**src/rtl/assembler_feed_sequencer_if.sv**
```systemverilog
// Bundle between the feed sequencer, the editor BRAM read port and the assembler.
// The sequencer takes the slave side; the surrounding system (or bench) takes master.
interface assembler_feed_sequencer_if #(
    parameter int LINE_WIDTH = 64,
    parameter int NUM_LINES  = 256,
    parameter int NUM_PASSES = 2,
    parameter int CHAR_W     = 8
);
    localparam int COL_W  = $clog2(LINE_WIDTH);
    localparam int LN_W   = $clog2(NUM_LINES);
    localparam int ADDR_W = COL_W + LN_W;
    localparam int PASS_W = (NUM_PASSES > 1) ? $clog2(NUM_PASSES) : 1;

    logic              start_in;
    logic              abort_in;
    logic [LN_W-1:0]   first_line_in;
    logic [LN_W-1:0]   last_line_in;
    logic              line_done_in;
    logic [ADDR_W-1:0] addr_out;
    logic              rd_en_out;
    logic [CHAR_W-1:0] char_in;
    logic              new_line_out;
    logic              new_char_out;
    logic [CHAR_W-1:0] char_out;
    logic [COL_W-1:0]  col_out;
    logic [LN_W-1:0]   line_out;
    logic [PASS_W-1:0] pass_out;
    logic              busy_out;
    logic              done_out;
    logic              error_out;

    modport slave (
        input  start_in, abort_in, first_line_in, last_line_in, line_done_in, char_in,
        output addr_out, rd_en_out, new_line_out, new_char_out, char_out, col_out,
               line_out, pass_out, busy_out, done_out, error_out
    );

    modport master (
        output start_in, abort_in, first_line_in, last_line_in, line_done_in, char_in,
        input  addr_out, rd_en_out, new_line_out, new_char_out, char_out, col_out,
               line_out, pass_out, busy_out, done_out, error_out
    );
endinterface

```
**src/rtl/assembler_feed_sequencer.sv**
```systemverilog
// Multi-pass character-grid line streamer feeding the assembler from the editor BRAM.
// Optional FEED_NUL_TERMINATE_EN: a delivered NUL ends the current line early.
module assembler_feed_sequencer #(
    parameter int LINE_WIDTH   = 64,
    parameter int NUM_LINES    = 256,
    parameter int NUM_PASSES   = 2,
    parameter int READ_LATENCY = 2,
    parameter int CHAR_W       = 8
) (
    input  logic clk_in,
    input  logic rst_in,
    assembler_feed_sequencer_if.slave bus
);
    localparam int COL_W  = $clog2(LINE_WIDTH);
    localparam int LN_W   = $clog2(NUM_LINES);
    localparam int PASS_W = (NUM_PASSES > 1) ? $clog2(NUM_PASSES) : 1;
    localparam int RL     = READ_LATENCY;

    typedef enum logic [2:0] {IDLE, NEW_LINE, SEND, DRAIN, ERROR} state_t;

    state_t               state;
    logic [LN_W-1:0]      first_q, last_q, line_q;
    logic [COL_W-1:0]     col_q;
    logic [PASS_W-1:0]    pass_q;
    // bit 0 is the read being issued this cycle; bit RL is the one whose data is on char_in
    logic [RL:0]          vld_pipe;
    logic [RL:1][COL_W-1:0] col_pipe;
    logic                 new_line_q, busy_q, done_q, error_q;

    logic inflight, nul_hit, deliver, squash_line, busy_state;

    // Tags still travelling towards char_in, excluding the one delivered this cycle.
    always_comb begin
        inflight = 1'b0;
        for (int i = 1; i < RL; i++) inflight = inflight | vld_pipe[i];
    end

`ifdef FEED_NUL_TERMINATE_EN
    assign nul_hit = vld_pipe[RL] && (bus.char_in == '0);
`else
    assign nul_hit = 1'b0;
`endif

    assign deliver     = vld_pipe[RL] && !nul_hit;
    assign squash_line = bus.line_done_in || nul_hit;
    assign busy_state  = (state == NEW_LINE) || (state == SEND) || (state == DRAIN);

    always_ff @(posedge clk_in) begin
        if (rst_in) begin
            state      <= IDLE;
            first_q    <= '0;
            last_q     <= '0;
            line_q     <= '0;
            col_q      <= '0;
            pass_q     <= '0;
            vld_pipe   <= '0;
            col_pipe   <= '0;
            new_line_q <= 1'b0;
            busy_q     <= 1'b0;
            done_q     <= 1'b0;
            error_q    <= 1'b0;
        end else begin
            new_line_q <= 1'b0;
            done_q     <= 1'b0;
            vld_pipe[RL:1] <= vld_pipe[RL-1:0];
            col_pipe[1]    <= col_q;
            for (int i = 2; i <= RL; i++) col_pipe[i] <= col_pipe[i-1];

            if (bus.start_in) begin
                first_q  <= bus.first_line_in;
                last_q   <= bus.last_line_in;
                line_q   <= bus.first_line_in;
                col_q    <= '0;
                pass_q   <= '0;
                vld_pipe <= '0;
                error_q  <= 1'b0;
                busy_q   <= 1'b1;
                // An inverted range completes immediately: busy and done share one cycle.
                if (bus.first_line_in > bus.last_line_in) begin
                    done_q <= 1'b1;
                    state  <= IDLE;
                end else begin
                    new_line_q <= 1'b1;
                    state      <= NEW_LINE;
                end
            end else if (bus.abort_in && busy_state) begin
                vld_pipe <= '0;
                error_q  <= 1'b1;
                busy_q   <= 1'b0;
                state    <= ERROR;
            end else begin
                case (state)
                    IDLE: busy_q <= 1'b0;
                    NEW_LINE: begin
                        vld_pipe[0] <= 1'b1;
                        state       <= SEND;
                    end
                    SEND: begin
                        if (squash_line) begin
                            vld_pipe <= '0;
                            state    <= DRAIN;
                        end else if (col_q == COL_W'(LINE_WIDTH - 1)) begin
                            vld_pipe[0] <= 1'b0;
                            state       <= DRAIN;
                        end else begin
                            col_q <= col_q + 1'b1;
                        end
                    end
                    DRAIN: begin
                        if (squash_line) begin
                            vld_pipe <= '0;
                        end else if (!inflight) begin
                            if (line_q != last_q) begin
                                line_q     <= line_q + 1'b1;
                                col_q      <= '0;
                                new_line_q <= 1'b1;
                                state      <= NEW_LINE;
                            end else if (pass_q != PASS_W'(NUM_PASSES - 1)) begin
                                pass_q     <= pass_q + 1'b1;
                                line_q     <= first_q;
                                col_q      <= '0;
                                new_line_q <= 1'b1;
                                state      <= NEW_LINE;
                            end else begin
                                done_q <= 1'b1;
                                busy_q <= 1'b0;
                                state  <= IDLE;
                            end
                        end
                    end
                    ERROR: ;
                    default: state <= IDLE;
                endcase
            end
        end
    end

    // Character path is a pass-through of the BRAM data qualified by the aligned tag.
    assign bus.addr_out     = {line_q, col_q};
    assign bus.rd_en_out    = vld_pipe[0];
    assign bus.new_line_out = new_line_q;
    assign bus.new_char_out = deliver;
    assign bus.char_out     = deliver ? bus.char_in : '0;
    assign bus.col_out      = deliver ? col_pipe[RL] : '0;
    assign bus.line_out     = line_q;
    assign bus.pass_out     = pass_q;
    assign bus.busy_out     = busy_q;
    assign bus.done_out     = done_q;
    assign bus.error_out    = error_q;
endmodule

```
**src/flat_wrapper.sv**
```systemverilog
// flat-port wrapper written by rule: the top's interface ports become plain ports
module assembler_feed_sequencer_flat 
#(
    parameter int LINE_WIDTH   = 64,
    parameter int NUM_LINES    = 256,
    parameter int NUM_PASSES   = 2,
    parameter int READ_LATENCY = 2,
    parameter int CHAR_W       = 8
)
  (clk_in, rst_in, bus_start_in, bus_abort_in, bus_first_line_in, bus_last_line_in, bus_line_done_in, bus_char_in, bus_addr_out, bus_rd_en_out, bus_new_line_out, bus_new_char_out, bus_char_out, bus_col_out, bus_line_out, bus_pass_out, bus_busy_out, bus_done_out, bus_error_out);
  assembler_feed_sequencer_if #(.LINE_WIDTH(LINE_WIDTH), .NUM_LINES(NUM_LINES), .NUM_PASSES(NUM_PASSES), .CHAR_W(CHAR_W)) bus_i ();
  input  logic clk_in;
  input  logic rst_in;
  input wire logic [$bits(bus_i.start_in)-1:0] bus_start_in;
  input wire logic [$bits(bus_i.abort_in)-1:0] bus_abort_in;
  input wire logic [$bits(bus_i.first_line_in)-1:0] bus_first_line_in;
  input wire logic [$bits(bus_i.last_line_in)-1:0] bus_last_line_in;
  input wire logic [$bits(bus_i.line_done_in)-1:0] bus_line_done_in;
  input wire logic [$bits(bus_i.char_in)-1:0] bus_char_in;
  output wire logic [$bits(bus_i.addr_out)-1:0] bus_addr_out;
  output wire logic [$bits(bus_i.rd_en_out)-1:0] bus_rd_en_out;
  output wire logic [$bits(bus_i.new_line_out)-1:0] bus_new_line_out;
  output wire logic [$bits(bus_i.new_char_out)-1:0] bus_new_char_out;
  output wire logic [$bits(bus_i.char_out)-1:0] bus_char_out;
  output wire logic [$bits(bus_i.col_out)-1:0] bus_col_out;
  output wire logic [$bits(bus_i.line_out)-1:0] bus_line_out;
  output wire logic [$bits(bus_i.pass_out)-1:0] bus_pass_out;
  output wire logic [$bits(bus_i.busy_out)-1:0] bus_busy_out;
  output wire logic [$bits(bus_i.done_out)-1:0] bus_done_out;
  output wire logic [$bits(bus_i.error_out)-1:0] bus_error_out;
  assign bus_i.start_in = bus_start_in;
  assign bus_i.abort_in = bus_abort_in;
  assign bus_i.first_line_in = bus_first_line_in;
  assign bus_i.last_line_in = bus_last_line_in;
  assign bus_i.line_done_in = bus_line_done_in;
  assign bus_i.char_in = bus_char_in;
  assign bus_addr_out = bus_i.addr_out;
  assign bus_rd_en_out = bus_i.rd_en_out;
  assign bus_new_line_out = bus_i.new_line_out;
  assign bus_new_char_out = bus_i.new_char_out;
  assign bus_char_out = bus_i.char_out;
  assign bus_col_out = bus_i.col_out;
  assign bus_line_out = bus_i.line_out;
  assign bus_pass_out = bus_i.pass_out;
  assign bus_busy_out = bus_i.busy_out;
  assign bus_done_out = bus_i.done_out;
  assign bus_error_out = bus_i.error_out;
  assembler_feed_sequencer #(.LINE_WIDTH(LINE_WIDTH), .NUM_LINES(NUM_LINES), .NUM_PASSES(NUM_PASSES), .READ_LATENCY(READ_LATENCY), .CHAR_W(CHAR_W)) u_core (.clk_in(clk_in), .rst_in(rst_in), .bus(bus_i));
endmodule
```
**config.mk**
```make
export PLATFORM = sky130hd
export DESIGN_NAME = assembler_feed_sequencer_flat
export DESIGN_NICKNAME = d
export VERILOG_FILES = /design/src/rtl/assembler_feed_sequencer_if.sv /design/src/rtl/assembler_feed_sequencer.sv /design/src/flat_wrapper.sv
export SDC_FILE = /design/constraint.sdc
export NUM_CORES = 1
export LEC_CHECK = 0
export ABC_AREA = 1
export CORE_MARGIN = 3
export CORE_UTILIZATION = 49
export CTS_CLUSTER_DIAMETER = 150
export DETAILED_ROUTE_END_ITERATION = 6
export HOLD_SLACK_MARGIN = 0.02
export PLACE_DENSITY = 0.92
export SYNTH_ARGS = -nofsm -noshare
export SYNTH_HDL_FRONTEND = slang
export SYNTH_SLANG_ARGS = --single-unit
```
**constraint.sdc**
```tcl
create_clock -name clk_in -period 1.8 [get_ports clk_in]
set_input_delay 0.54 -clock clk_in [delete_from_list [all_inputs] [get_ports clk_in]]
set_output_delay 0.54 -clock clk_in [all_outputs]
set_load 0.01 [all_outputs]
```
======== Word-level counts from Yosys, hierarchy flattened ========
Cells that the tools add are included.
cells by class
  eq/ne operators ......................... 23
  multiplexer cells ....................... 56
  magnitude comparators ................... 1
  bitwise logic cells ..................... 4
  reduce and logical (&&, ||, !) cells .... 17
  add/subtract/negate cells ............... 3
  multipliers ............................. 0
  divide/modulo/power cells ............... 0
  shifts and indexed selects .............. 0
operator list
  kind                 count
  $mux 8               8
  $mux 6               7
  $mux 1               28
  $mux 3               7
  $ne 2x2->1 const B   8
  $reduce_and 5->1     3
  $ne 4x4->1 const B   3
  $pmux 3 s4           1
  $pmux 6 s2           1
  $ne 3x3->1 const B   3
  $add 8x1->8 const B  1
  $gt 8x8->1           1
  $ne 8x8->1           1
  $reduce_and 7->1     1
  $add 6x1->6 const B  1
  $eq 3x2->1 const B   2
  $eq 6x6->1 const B   1
  $ne 5x5->1 const B   1
  $ne 4x3->1 const B   1
  $not 1->1            4
  $pmux 2 s2           1
  $reduce_and 4->1     1
  $reduce_bool 2->1    2
  $reduce_bool 4->1    1
  14 further kinds     16
storage, ports and cells
  output and inout port bits .............. 43
  word-level logic and storage cells ...... 118
  bits in read-only memories .............. 0
  RAM bits ................................ 0
  memories kept ........................... 0
  bits in latches ......................... 0
  bits in registers ....................... 53

======== Longest topological paths before layout ========
Gate-level depths: netlist (run 1).
  depth in word-level cells ............... 7
  mapped depth ............................ 12
  gate-level depth less buffers ........... 12

======== Worst setup path after synthesis (run 1) ========
Ideal clock, no wire load.
  path kind ............................... register -> register
  from .................................... reg u_core.line_q[6], in the netlist u_core.bus.line_out[6]
  to ...................................... reg u_core.line_q[0], in the netlist u_core.bus.line_out[0]
  slack ................................... 229 ps
  stages on the path, launching flop included .. 10
  arrival ................................. 1443 ps
  library setup time ...................... 128 ps
  period minus slack after synthesis ...... 1571 ps
  required time ........................... 1672 ps
  path buffers ............................ 1
  cells stage by stage .................... dfxtp_1 xnor2_1 nand2_1 nor2_2 nand2_2 buf_6 o21ai_0 nor2_1 nor2_1 nor2_1
between the ends
  word-level cells in the longest chain between the ends .. 7
RTL lines
  item                    line                             text
  from (decl)             assembler_feed_sequencer.sv:22   logic [LN_W-1:0] first_q, last_q, line_q;
  from (signal assigned)  assembler_feed_sequencer.sv:72   line_q <= bus.first_line_in;
  from (signal assigned)  assembler_feed_sequencer.sv:114  line_q <= line_q + 1'b1;
  from (signal assigned)  assembler_feed_sequencer.sv:120  line_q <= first_q;
  $ne 8x8->1 *            assembler_feed_sequencer.sv:113  if (line_q != last_q) begin
  $mux 8                  assembler_feed_sequencer.sv:113
  $mux 8                  assembler_feed_sequencer.sv:112  end else if (!inflight) begin
  $mux 8                  assembler_feed_sequencer.sv:110  if (squash_line) begin
  $mux 8                  assembler_feed_sequencer.sv:92   case (state)
  $mux 8                  assembler_feed_sequencer.sv:86   end else if (bus.abort_in && busy_state) begin
  $mux 8                  assembler_feed_sequencer.sv:69   if (bus.start_in) begin
Mark *: on every way between the ends. The rest lies on a longest branch, timed or not. The select of a mux whose other input is x is not followed.
A chain may end at the register's enable or synchronous reset.

======== Worst setup path in the final report (run 1) ========
  from .................................... in bus_last_line_in[1]
  to ...................................... reg u_core.state[0]
between the ends
  word-level cells in the longest chain between the ends .. 3
RTL lines
  item                  line                            text
  from (decl)           flat_wrapper.sv:17              input wire logic [$bits(bus_i.last_line_in)-1:0] bus_last_line_in;
  $gt 8x8->1            assembler_feed_sequencer.sv:79  if (bus.first_line_in > bus.last_line_in) begin
  $mux 1                assembler_feed_sequencer.sv:79
  $mux 3                assembler_feed_sequencer.sv:69
  to (signal assigned)  assembler_feed_sequencer.sv:81  state <= IDLE;
  to (signal assigned)  assembler_feed_sequencer.sv:84  state <= NEW_LINE;
  to (signal assigned)  assembler_feed_sequencer.sv:90  state <= ERROR;
  to (decl)             assembler_feed_sequencer.sv:21  state_t state;
No other way between the ends.

==> results of run 1 <==
## layer usage
| layer | up-vias | part of all wire (%) | track usage, % |
|---|---|---|---|
| met5 | - | 0 | 0 |
| met4 | 0 | 5.1 | 12.91 |
| met3 | 60 | 9.7 | 6.074 |
| met2 | 213 | 49 | 47.44 |
| met1 | 1490 | 36 | 30.26 |
| li1 | 1524 | - | - |
## layout by cell type (no fill, tap or decap), types with 3 or more instances in the layout
cell / synthesis / routed
ha_4: 0 / 5
buf_4: 8 / 39
nand3_1: 27 / 26
nor2_1: 51 / 50
xor2_1: 6 / 6
nand4_1: 5 / 5
buf_12: 0 / 5
dfxtp_1: 53 / 37
nand2_2: 6 / 9
dlymetal6s2s_1: 0 / 15
nand3_2: 4 / 3
a21oi_2: 0 / 4
a21oi_1: 27 / 22
dlygate4sd2_1: 0 / 19
clkdlybuf4s50_1: 0 / 29
clkbuf_8: 0 / 5
nor3_1: 5 / 5
nand2_4: 1 / 3
nor2_4: 1 / 4
buf_2: 2 / 7
ha_1: 10 / 5
o21ai_0: 14 / 12
xnor2_1: 4 / 4
inv_2: 3 / 8
nand2_1: 102 / 97
dfxtp_2: 0 / 14
o21ai_1: 2 / 4
inv_1: 68 / 62
o22ai_1: 4 / 4
## cell type report
class                   count  share of cell area [%]
clock buffers               5                   1.641
clock inverters             3                  0.5372
inverters                  72                   6.535
multi-input cells         282                   37.39
flip-flops and latches     53                   25.90
well taps                  72                   2.149
repair buffers            115                   25.84
## cells by family after synthesis
kind of cell               Yosys count
DFF                                 53
and+or+nand+nor                    208
adders and majority gates           10
buffers and inverters               93
xor gates and xnor gates            10
AOI/OAI and AO/OA                   54
## sequential cells by signal, summed over array words and instances (netlist names)
name                     count
u_core.col_pipe             12
u_core.bus.new_line_out      1
u_core.bus.error_out         1
u_core.col_q                 6
u_core.state                 3
u_core.bus.pass_out          1
u_core.bus.line_out          8
u_core.vld_pipe              3
u_core.bus.done_out          1
u_core.first_q               8
u_core.last_q                8
u_core.bus.busy_out          1
## worst reg2reg max path: cells and delay by family (launching register included)
kind,cells,cell delay (ns)
buf+inv,2,0.22
flops,1,0.38
simple gates,7,0.73
compound gates,1,0.28
## worst max-delay path by stage
| stage | slack, ns | endpoint | start | depth (start not counted) |
|---|---|---|---|---|
| floorplan | 0.23 | u_core.bus.line_out[0]$_SDFFE_PP0P_ | u_core.bus.line_out[6]$_SDFFE_PP0P_ | 9 |
| global placement | -0.35 | bus_char_out[1] | bus_char_in[1] | 4 |
| detailed placement | -0.42 | u_core.state[0]$_SDFFE_PP0P_ | bus_last_line_in[5] | 12 |
| CTS | 0.002 | u_core.state[0]$_SDFFE_PP0P_ | bus_last_line_in[3] | 12 |
| global route | -0.1 | u_core.state[0]$_SDFFE_PP0P_ | bus_last_line_in[2] | 12 |
| finish | -0.07 | u_core.state[0]$_SDFFE_PP0P_ | bus_last_line_in[1] | 12 |
## power breakdown
| group | switching (mW) | leakage [nW] | internal, mW |
|---|---|---|---|
| registers | 0.0543 | 0.441 | 1.23 |
| logic | 0.377 | 1.76 | 0.327 |
| clock network | 0.422 | 0.0481 | 0.277 |
## through the flow
step	worst slack [ns]	power, mW
after floorplan	0.2291	1.628
after global placement	-0.3508	1.898
after detailed placement	-0.4209	1.927
after CTS	0.002104	2.613
after global routing	-0.09852	2.796
final	-0.06611	2.684
## timing repair
item | CTS | global route
hold buffers | 0 | 0
gates cloned | 0 | 0
pin swaps | 5 | 9
resized for setup | 77 | 42
setup buffers | 0 | 1
setup endpoints to repair | 42 | 26
==> summary.md, run 1 <==
| Metric | Value |
|---|---|
| DIE HEIGHT | `82.54 µm` |
| Drt total wl | `9425 µm` |
| Synthesized cell area | `2870 µm²` |
| N_diodes | `0` |
| Post-Place Cells | `593` |
| Worst hold slack | `0.4041 ns` |
| Max_slew headroom | `67.71%` |
| Initial antenna violation count | `0` |
| Clock transition at the registers of the reported paths | `0.10 ns` |
| Synth top cells by count | `nand2_1, inv_1, dfxtp_1` |
| DP Wirelength | `6274 µm` |
| Largest family of logic cells by synthesized area | `simple AND/OR/NAND/NOR gates` |
| Largest net degree at the start of global routing | `31` |
| Synth top area cells | `dfxtp_1, nand2_1, inv_1, nor2_1, a21oi_1` |
| Vias | `3287` |
| Via density | `5.460` |
| FF-to-FF setup slack | `0.08 ns` |
| Final std cells w/o fill | `602` |
| CTS buffer count | `5` |
| Sequential cell area fraction in the yosys report | `36.97%` |
| Warnings, synthesis | `0` |
| R2r startpoint | `u_core.state[2]$_SDFFE_PP0P_` |
| Crit path max fanout | `2` |
| Asr flop ratio synth | `0%` |
| TNS Setup | `-0.06611 ns` |
| Total grt overflow | `0` |
| Post-layout util | `75.22%` |
| Final Hold Violating Endpoints | `0` |
| Hold Crit Endpoint | `u_core.col_pipe[11]$_SDFF_PP0_` |
| Initial core utilization | `51.49%` |
| Placement Cell Area | `3938 µm²` |
| Mux contribution to synthesized area | `0%` |
| Die area | `6812 µm²` |
| Latest clock arrival within the worst-skew pair | `0.32 ns` |
| Synth Flop Type | `dfxtp_1` |
| Fill cells | `402` |
| Synth top area share | `36.97%` |
| Crit path kind | `input pin to flip-flop` |
| Maximum clock path buffer count | `2` |
| HP Start | `u_core.col_pipe[5]$_SDFF_PP0_` |
| Io pins | `72` |
| Worst Path Buf+Inv | `3` |
| Simple-Gate Fraction of Synth Area | `31.56%` |
| Slew Limit Fails | `0` |
| First-pass GRT wire length | `14000 µm` |
| Synth Register Bits | `53` |
| Multi-input gate area | `1568 µm²` |
| Clock root buffer master | `clkbuf_8` |
| R2r worst-path depth | `10` |
| Top Family by Delay on Critical Path | `buffers and inverters` |
| Max stage delay cell, worst path | `clkdlybuf4s50_1` |
| Register area | `1086 µm²` |
| First DRT Iteration DRCs | `447` |
| TritonCTS clock tree | `built` |
| Synth Area in Adders | `4.359%` |
| H-tree depth | `2` |
| Leading area contributor after synthesis | `dfxtp_1` |
| VDD IR max | `0.4215 mV` |
| Leak | `2.253 nW` |
| Power per cell area | `640.2 nW/µm²` |
| Arrival time worst endpoint | `2.10 ns` |
| Post-synthesis xor/xnor area fraction | `3.051%` |
| Syn Nets | `467` |
| Fmax | `535.9 MHz` |
| Fin nets | `568` |
| Failing checks | `setup timing` |
| RSZ-0062 raised after global routing | `yes` |
| CP max stage delay | `0.47 ns` |
| Worst setup margin | `-0.06611 ns` |
| CP cell instances | `clkdlybuf4s50_1 > inv_2 > ha_4 > a21oi_2 > o21ai_1 > nand2_1 > nand3_2 > nand2_2 > nand2_2 > nand3b_1 > nand2_1 > inv_1` |
| # rows | `27` |
| Die width | `82.54 µm` |
| Worst setup SP type | `input pin` |
| Crit. End Element | `flip-flop` |
| Input/output buffers | `71` |
| Count leader, synth | `nand2_1` |
| Syn-to-layout area delta | `46.08%` |
| Clk sinks | `53` |
| Hold path depth | `2` |
| Synth cell types | `34` |
| Vias in the first global route | `3033` |
| Synth Area in Compound Gates | `10.46%` |
| Slew @ Worst Pin | `0.4838 ns` |
| Clock Skew | `0.006917 ns` |
| Run status | `finished with violations` |
| Worst Path Required | `2.03 ns` |
| First-pass detailed-route iteration total | `5` |
| Final Wtd Congestion | `0.9487` |
| Core ar. | `5574 µm²` |
| Final min period | `1.866 ns` |
| Fin area | `4193 µm²` |
| Ratio of cells with drive above 1 in the final layout | `22.64%` |
| Final worst-path cycle share | `103.7%` |
| Final setup fails | `1` |
| Post-route ant nets | `0` |
| # DRC | `0` |
| Cell count after synthesis | `428` |
| WL per Instance | `15.66 µm` |
| Synthesized area per cell | `6.706 µm²` |
| Number of flops mapped to enable cells by yosys | `0` |
| Hold crit path type | `flip-flop to flip-flop` |
| Reg-to-reg critical path endpoint | `u_core.bus.line_out[2]$_SDFFE_PP0P_` |
| Max-cap violations | `0` |
| GR Util All Layers | `26.82%` |
No activity file was read; power rests on OpenSTA's default activity.
==> inputs of run 2 (changes only) <==
==> constraint.sdc (replaced) <==
create_clock -name clk_in -period 1.9 [get_ports clk_in]
set_input_delay 0.57 -clock clk_in [delete_from_list [all_inputs] [get_ports clk_in]]
set_output_delay 0.57 -clock clk_in [all_outputs]
set_load 0.01 [all_outputs]
==> run 2 against run 1 <==
  * The run now ends clean
  * Clock power shrank 5.7%
  * Highest routed layer unchanged
  * Routed wire length shrank 15%
  * Count of clock-buffer cells in the layout unchanged
  * Die area did not move
  * Largest power group unchanged
  * Non-clock buffer count fell by 4
  * Critical path depth is the same
  * Setup slack improved by 0.10 ns
  * Sequential share of layout area increased by 0.92 points
  * Sequential power shrank 5%
  * Power down 7.3%
  * Combinational power down 12%
  * Hold slack better by 0.0016 ns
==> summary.md, run 2 (same netlist as run 1, synthesis figures left out) <==
| Metric | Value |
|---|---|
| Run status | `completed` |
| Total grt overflow | `0 (unchanged)` |
| FF-to-FF setup slack | `0.17 ns (+0.09 ns)` |
| CP cell instances | `clkdlybuf4s50_1 > inv_1 > ha_1 > nand2_2 > nor2_1 > nor2_1 > nand3_2 > nand2_2 > nand2_2 > nand3b_1 > nand2_1 > inv_1` |
| Worst Path Required | `2.17 ns (+0.14 ns)` |
| # DRC | `0 (unchanged)` |
| Vias in the first global route | `2847 (-6.1%)` |
| Fill cells | `412 (+2.5%)` |
| Arrival time worst endpoint | `2.13 ns (+0.03 ns)` |
| Most frequent cells in the layout | `nand2_1, inv_1, clkdlybuf4s50_1` |
| CP max stage delay | `0.45 ns (-0.02 ns)` |
| DIE HEIGHT | `82.54 µm (unchanged)` |
| Post-route ant nets | `0 (unchanged)` |
| R2r startpoint | `u_core.bus.line_out[4]$_SDFFE_PP0P_` |
| VDD IR max | `0.3491 mV (-17%)` |
| Max_slew headroom | `69.72% (+2.0 points)` |
| H-tree depth | `2 (unchanged)` |
| Power after layout | `2.488 mW (-7.3%)` |
| Latest clock arrival within the worst-skew pair | `0.32 ns (about the same)` |
| Clk sinks | `53 (unchanged)` |
| Slew Limit Fails | `0 (unchanged)` |
| Leak | `1.947 nW (-14%)` |
| Hold crit path type | `flip-flop to flip-flop` |
| Max FFs per register | `12 (unchanged)` |
| Final Hold Violating Endpoints | `0 (unchanged)` |
| Ratio of cells with drive above 1 in the final layout | `19.58% (-3.1 points)` |
| Reg-to-reg critical path endpoint | `u_core.bus.line_out[1]$_SDFFE_PP0P_` |
| Final setup fails | `0 (-1)` |
| Commonest non-fill, non-tap cell in the layout | `nand2_1` |
| DP Wirelength | `5988 µm (-4.6%)` |
| Syn-to-layout area delta | `40.28%` |
| Clock transition at the registers of the reported paths | `0.10 ns (about the same)` |
| Max-cap violations | `0 (unchanged)` |
| Crit path kind | `input pin to flip-flop` |
| Final worst-path cycle share | `98.03%` |
| First DRT Iteration DRCs | `216 (-52%)` |
| Via density | `5.149 (-5.7%)` |
| RSZ-0062 raised after global routing | `yes` |
| N_diodes | `0 (unchanged)` |
| TritonCTS clock tree | `built` |
| HP Start | `u_core.col_pipe[5]$_SDFF_PP0_` |
| Clock Skew | `0.005940 ns (-0.0009765 ns)` |
| Final min period | `1.862 ns` |
| Input/output buffers | `71 (unchanged)` |
| Worst Path Buf+Inv | `3 (unchanged)` |
| Power per cell area | `617.9 nW/µm² (-3.5%)` |
| Crit path max fanout | `2 (unchanged)` |
| Post-Place Cells | `590 (-0.51%)` |
| CTS buffer count | `5 (unchanged)` |
| Final std cells w/o fill | `598 (-0.66%)` |
| Top Family by Delay on Critical Path | `simple AND/OR/NAND/NOR gates` |
| Biggest register | `u_core.col_pipe` |
| Worst setup margin | `0.03751 ns (+0.1036 ns)` |
| Crit. End Element | `flip-flop` |
| GR Util All Layers | `24.43% (-2.4 points)` |
| Die area | `6812 µm² (unchanged)` |
| Worst setup SP type | `input pin` |
| Max stage delay cell, worst path | `clkdlybuf4s50_1` |
| Hold path depth | `2 (unchanged)` |
| Die width | `82.54 µm (unchanged)` |
| Post-layout util | `72.23% (-3.0 points)` |
| Worst hold slack | `0.4057 ns (+0.001585 ns)` |
| Drt total wl | `8058 µm (-15%)` |
| Io pins | `72 (unchanged)` |
| Clock root buffer master | `clkbuf_8` |
| Vias | `3079 (-6.3%)` |
| First-pass detailed-route iteration total | `5 (unchanged)` |
| Largest net degree at the start of global routing | `31 (unchanged)` |
| Core ar. | `5574 µm² (unchanged)` |
| # hold bufs at CTS | `0 (unchanged)` |
| R2r worst-path depth | `12 (+2)` |
| Post-Place Worst Slack | `-0.3755 ns (+0.04543 ns)` |
| Maximum clock path buffer count | `2 (unchanged)` |
| First-pass GRT wire length | `12820 µm (-8.4%)` |
| Initial core utilization | `51.49% (unchanged)` |
| Cell mode on critical path | `nand2_2` |
| Fin nets | `564 (-0.70%)` |
| Initial antenna violation count | `0 (unchanged)` |
| Slew @ Worst Pin | `0.4538 ns (-0.03007 ns)` |
| Fmax | `536.9 MHz` |
| Final Wtd Congestion | `0.9072 (-4.4%)` |
| Hold Crit Endpoint | `u_core.col_pipe[11]$_SDFF_PP0_` |
| WL per Instance | `13.47 µm (-14%)` |
| # rows | `27 (unchanged)` |
-- run 2: power breakdown --
part           internal, mW  total [mW]  switching, mW  leakage (nW)
sequential             1.16        1.21         0.0494         0.440
combinational         0.299       0.616          0.317          1.46
clock                 0.262       0.658          0.396        0.0445
total                  1.73        2.49          0.762          1.95
-- run 2: routing by layer --
metal	wire length (µm)	track usage, %	vias to the layer above
li1	-	-	1523
met1	3288	29.04	1403
met2	4016	43.67	124
met3	493	3.688	29
met4	259	9.967	0
met5	0	0	-
-- run 2: metrics by stage --
stage	TNS (ns)	area (µm²)
finish	0	4026
global route	-0.07669	4026
detailed placement	-3.989	3890
CTS	0	3988
global placement	-3.298	3890
floorplan	0	2870
-- run 2: timing repair --
action	in CTS	in global routing
hold endpoints to repair	0	0
pin swaps	2	2
resized for setup	50	21
endpoints found under the setup margin	29	17
setup buffers	0	0
-- run 2: worst max path at each step --
| stage | start | end | slack (ns) | cells past startpoint |
|---|---|---|---|---|
| 4_1_cts | bus_char_in[3] | bus_char_out[3] | 0.0005 | 4 |
| 2_1_floorplan | bus_last_line_in[3] | u_core.state[0]$_SDFFE_PP0P_ | 0.32 | 11 |
| 3_3_place_gp | bus_char_in[1] | bus_char_out[1] | -0.31 | 4 |
| 6_report | bus_last_line_in[6] | u_core.state[0]$_SDFFE_PP0P_ | 0.04 | 12 |
| 5_1_grt | bus_last_line_in[6] | u_core.state[0]$_SDFFE_PP0P_ | -0.06 | 12 |
| 3_5_place_dp | bus_last_line_in[5] | u_core.state[0]$_SDFFE_PP0P_ | -0.38 | 12 |
-- run 2: worst reg2reg max path, delay by kind of cell, from the launching register on --
| kind | cells | cell delay [ns] |
|---|---|---|
| simple gates | 8 | 0.69 |
| flops | 1 | 0.37 |
| buf+inv | 3 | 0.38 |
| compound gates | 1 | 0.19 |
-- run 2: layout make-up --
cell class,instances,area [µm²],share of cell area (%)
clock buffer,5,68.82,1.709
sequential,53,1080,26.82
timing repair buffer,111,999.7,24.83
clock inverter,3,21.27,0.5283
inverter,72,271.5,6.743
multi-input combinational,282,1495,37.13
tap,72,90.09,2.237
==> inputs of run 3 (changes only) <==
--- a/config.mk
+++ b/config.mk
@@ -6,12 +6,14 @@
 export NUM_CORES = 1
 export LEC_CHECK = 0
 export ABC_AREA = 1
+export CAP_MARGIN = 10
 export CORE_MARGIN = 3
 export CORE_UTILIZATION = 49
 export CTS_CLUSTER_DIAMETER = 150
+export CTS_CLUSTER_SIZE = 16
 export DETAILED_ROUTE_END_ITERATION = 6
 export HOLD_SLACK_MARGIN = 0.02
-export PLACE_DENSITY = 0.92
+export PLACE_DENSITY_LB_ADDON = 0.08
 export SYNTH_ARGS = -nofsm -noshare
 export SYNTH_HDL_FRONTEND = slang
 export SYNTH_SLANG_ARGS = --single-unit
==> run 3 against run 2 <==
  * Register-to-register slack better by 0.05 ns
  * Non-clock buffer count is 4 lower
  * Critical path depth is 11 lower
  * Flip-flop and latch count stayed put
  * Setup slack better by 0.018 ns
  * Hold slack worse by 0.0074 ns
  * Power is 2.0% lower
  * Clock power is 2% lower
  * Sequential power hardly changed
  * Global-route usage is 2.6 points lower
  * Sequential share of layout area is 0.17 points higher
  * Cell count is 0.67% lower
  * Critical path type is now flip-flop to primary output
  * Largest cell class unchanged
  * Highest routed layer unchanged
==> summary.md, run 3 (same netlist as run 1, synthesis figures left out) <==
| Metric | Value |
|---|---|
| Run status | `completed` |
| Multi-input gate area | `1490 µm² (-0.33%)` |
| Clk sinks | `53 (unchanged)` |
| Sequential share of power | `49.6% (+0.8 points)` |
| Die area | `6812 µm² (unchanged)` |
| Power per cell area | `609.9 nW/µm² (-1.3%)` |
| Final worst-path cycle share | `97.07% (-0.96 points)` |
| Most frequent cells in the layout | `nand2_1, inv_1, clkdlybuf4s50_1` |
| Fin nets | `560 (-0.71%)` |
| Register area | `1079 µm² (-0.12%)` |
| First DRT Iteration DRCs | `126 (-42%)` |
| Io pins | `72 (unchanged)` |
| Total grt overflow | `0 (unchanged)` |
| Input/output buffers | `71 (unchanged)` |
| Leak | `1.971 nW (+1.2%)` |
| Internal power | `1.706 mW (-1.1%)` |
| Syn-to-layout area delta | `39.23%` |
| # rows | `27 (unchanged)` |
| Max-cap violations | `0 (unchanged)` |
| VDD IR max | `0.5148 mV (+47%)` |
| First-pass detailed-route iteration total | `4 (-1)` |
| Largest net degree at the start of global routing | `32 (+3.2%)` |
| Max_slew headroom | `73.84% (+4.1 points)` |
| Clock transition at the registers of the reported paths | `0.10 ns (about the same)` |
| # DRC | `0 (unchanged)` |
| Post-route ant nets | `0 (unchanged)` |
| Final Hold Violating Endpoints | `0 (unchanged)` |
| Crit path max fanout | `8 (+6)` |
| Commonest non-fill, non-tap cell in the layout | `nand2_1` |
| Latest clock arrival within the worst-skew pair | `0.31 ns (about the same)` |
| Max stage delay cell, worst path | `clkdlybuf4s50_1` |
| WL per Instance | `12.32 µm (-8.6%)` |
| Worst setup SP type | `flip-flop` |
| TNS Setup | `0 ns (unchanged)` |
| Slew @ Worst Pin | `0.3925 ns (-0.06129 ns)` |
| Via density | `4.820 (-6.4%)` |
| Combinational power share | `23.8% (-1.0 points)` |
| P_sw | `731.3 µW (-4.1%)` |
| Die width | `82.54 µm (unchanged)` |
| Arrival time worst endpoint | `1.27 ns (-0.86 ns)` |
| Power share of the clock group | `26.6% (about the same)` |
| Ratio of cells with drive above 1 in the final layout | `18.20% (-1.4 points)` |
| CTS buffer count | `5 (unchanged)` |
| Final min period | `1.844 ns (-0.01825 ns)` |
| H-tree depth | `2 (unchanged)` |
| Worst hold slack | `0.3983 ns (-0.007369 ns)` |
| Final setup fails | `0 (unchanged)` |
| Worst setup margin | `0.05576 ns (+0.01825 ns)` |
| TritonCTS clock tree | `built` |
| Worst Path Required | `1.33 ns (-0.84 ns)` |
| Maximum clock path buffer count | `2 (unchanged)` |
| Vias | `2863 (-7.0%)` |
| Clock root buffer master | `clkbuf_8` |
| Top Family by Delay on Critical Path | `buffers and inverters` |
| Core ar. | `5574 µm² (unchanged)` |
| GR Util All Layers | `21.86% (-2.6 points)` |
| Final Wtd Congestion | `0.9033 (-0.43%)` |
| Fill cells | `522 (+27%)` |
| Max FFs per register | `12 (unchanged)` |
| Fmax | `542.2 MHz (+0.99%)` |
| CP cell instances | `clkdlybuf4s50_1` |
| # hold bufs at CTS | `0 (unchanged)` |
| Drt total wl | `7317 µm (-9.2%)` |
| First-pass GRT wire length | `11480 µm (-10%)` |
| Clock Skew | `0.008789 ns (+0.002849 ns)` |
| Crit path launch | `u_core.bus.line_out[0]$_SDFFE_PP0P_` |
| Hold crit path type | `flip-flop to flip-flop` |
| Post-Place Worst Slack | `-0.3415 ns (+0.03406 ns)` |
| Switching Share | `30.00% (-0.63 points)` |
| Crit path kind | `flip-flop to primary output` |
| Biggest register | `u_core.col_pipe` |
| Initial antenna violation count | `0 (unchanged)` |
| Vias in the first global route | `2554 (-10%)` |
| Crit. End Element | `primary output` |
| DIE HEIGHT | `82.54 µm (unchanged)` |
| Slew Limit Fails | `0 (unchanged)` |
| HP Start | `u_core.col_pipe[0]$_SDFF_PP0_` |
| CP max stage delay | `0.55 ns (+0.10 ns)` |
| R2r startpoint | `u_core.bus.line_out[7]$_SDFFE_PP0P_` |
| Worst Path Buf+Inv | `1 (-2)` |
| DP Wirelength | `5668 µm (-5.3%)` |
| N_diodes | `0 (unchanged)` |
| Initial core utilization | `51.49% (unchanged)` |
[run 3: worst paths after layout]
| path | cells past startpoint | to | slack (ns) |
|---|---|---|---|
| max | 1 | bus_addr_out[6] | 0.06 |
| min | 2 | u_core.col_pipe[6]$_SDFF_PP0_ | 0.40 |
| max reg2reg | 9 | u_core.bus.line_out[1]$_SDFFE_PP0P_ | 0.22 |
| min reg2reg | 2 | u_core.col_pipe[6]$_SDFF_PP0_ | 0.40 |
[run 3: repair_timing]
item,in CTS,in global routing
endpoints found under the setup margin,28,16
resized for setup,46,22
setup buffers,0,0
pin swaps,0,1
[run 3: area by class of cell]
cell class / instances / share of cell area [%]
clock buffers: 5 / 1.722
clock inverters: 3 / 0.5636
inverters: 72 / 6.794
multi-input cells: 282 / 37.29
flip-flops and latches: 53 / 26.99
well taps: 72 / 2.254
repair buffers: 107 / 24.39
[run 3: power groups by stage]
stage          clock, mW  combinational, mW  sequential [mW]
2_1_floorplan          0              0.307             1.24
3_3_place_gp           0              0.554             1.23
3_5_place_dp           0              0.562             1.23
4_1_cts            0.661              0.563             1.21
5_1_grt            0.701              0.651             1.22
6_report           0.648              0.580             1.21
[run 3: per-stage QoR]
stage | cells | utilization, % | total power [mW] | instance area [µm²]
2_1_floorplan | 428 | - | 1.542 | 2870
3_3_place_gp | 586 | 69.25 | 1.787 | 3860
3_5_place_dp | 586 | 69.25 | 1.796 | 3860
4_1_cts | 594 | 70.35 | 2.433 | 3921
5_1_grt | 594 | 71.69 | 2.568 | 3996
6_report | 594 | 71.69 | 2.437 | 3996
[run 3: layer usage]
| metal | up-vias | track usage [%] | share of wire (%) |
|---|---|---|---|
| li1 | 1512 | - | - |
| met5 | - | 0 | 0 |
| met3 | 9 | 4.121 | 3.8 |
| met4 | 0 | 6.536 | 1.6 |
| met2 | 54 | 39.02 | 50 |
| met1 | 1288 | 26.50 | 45 |
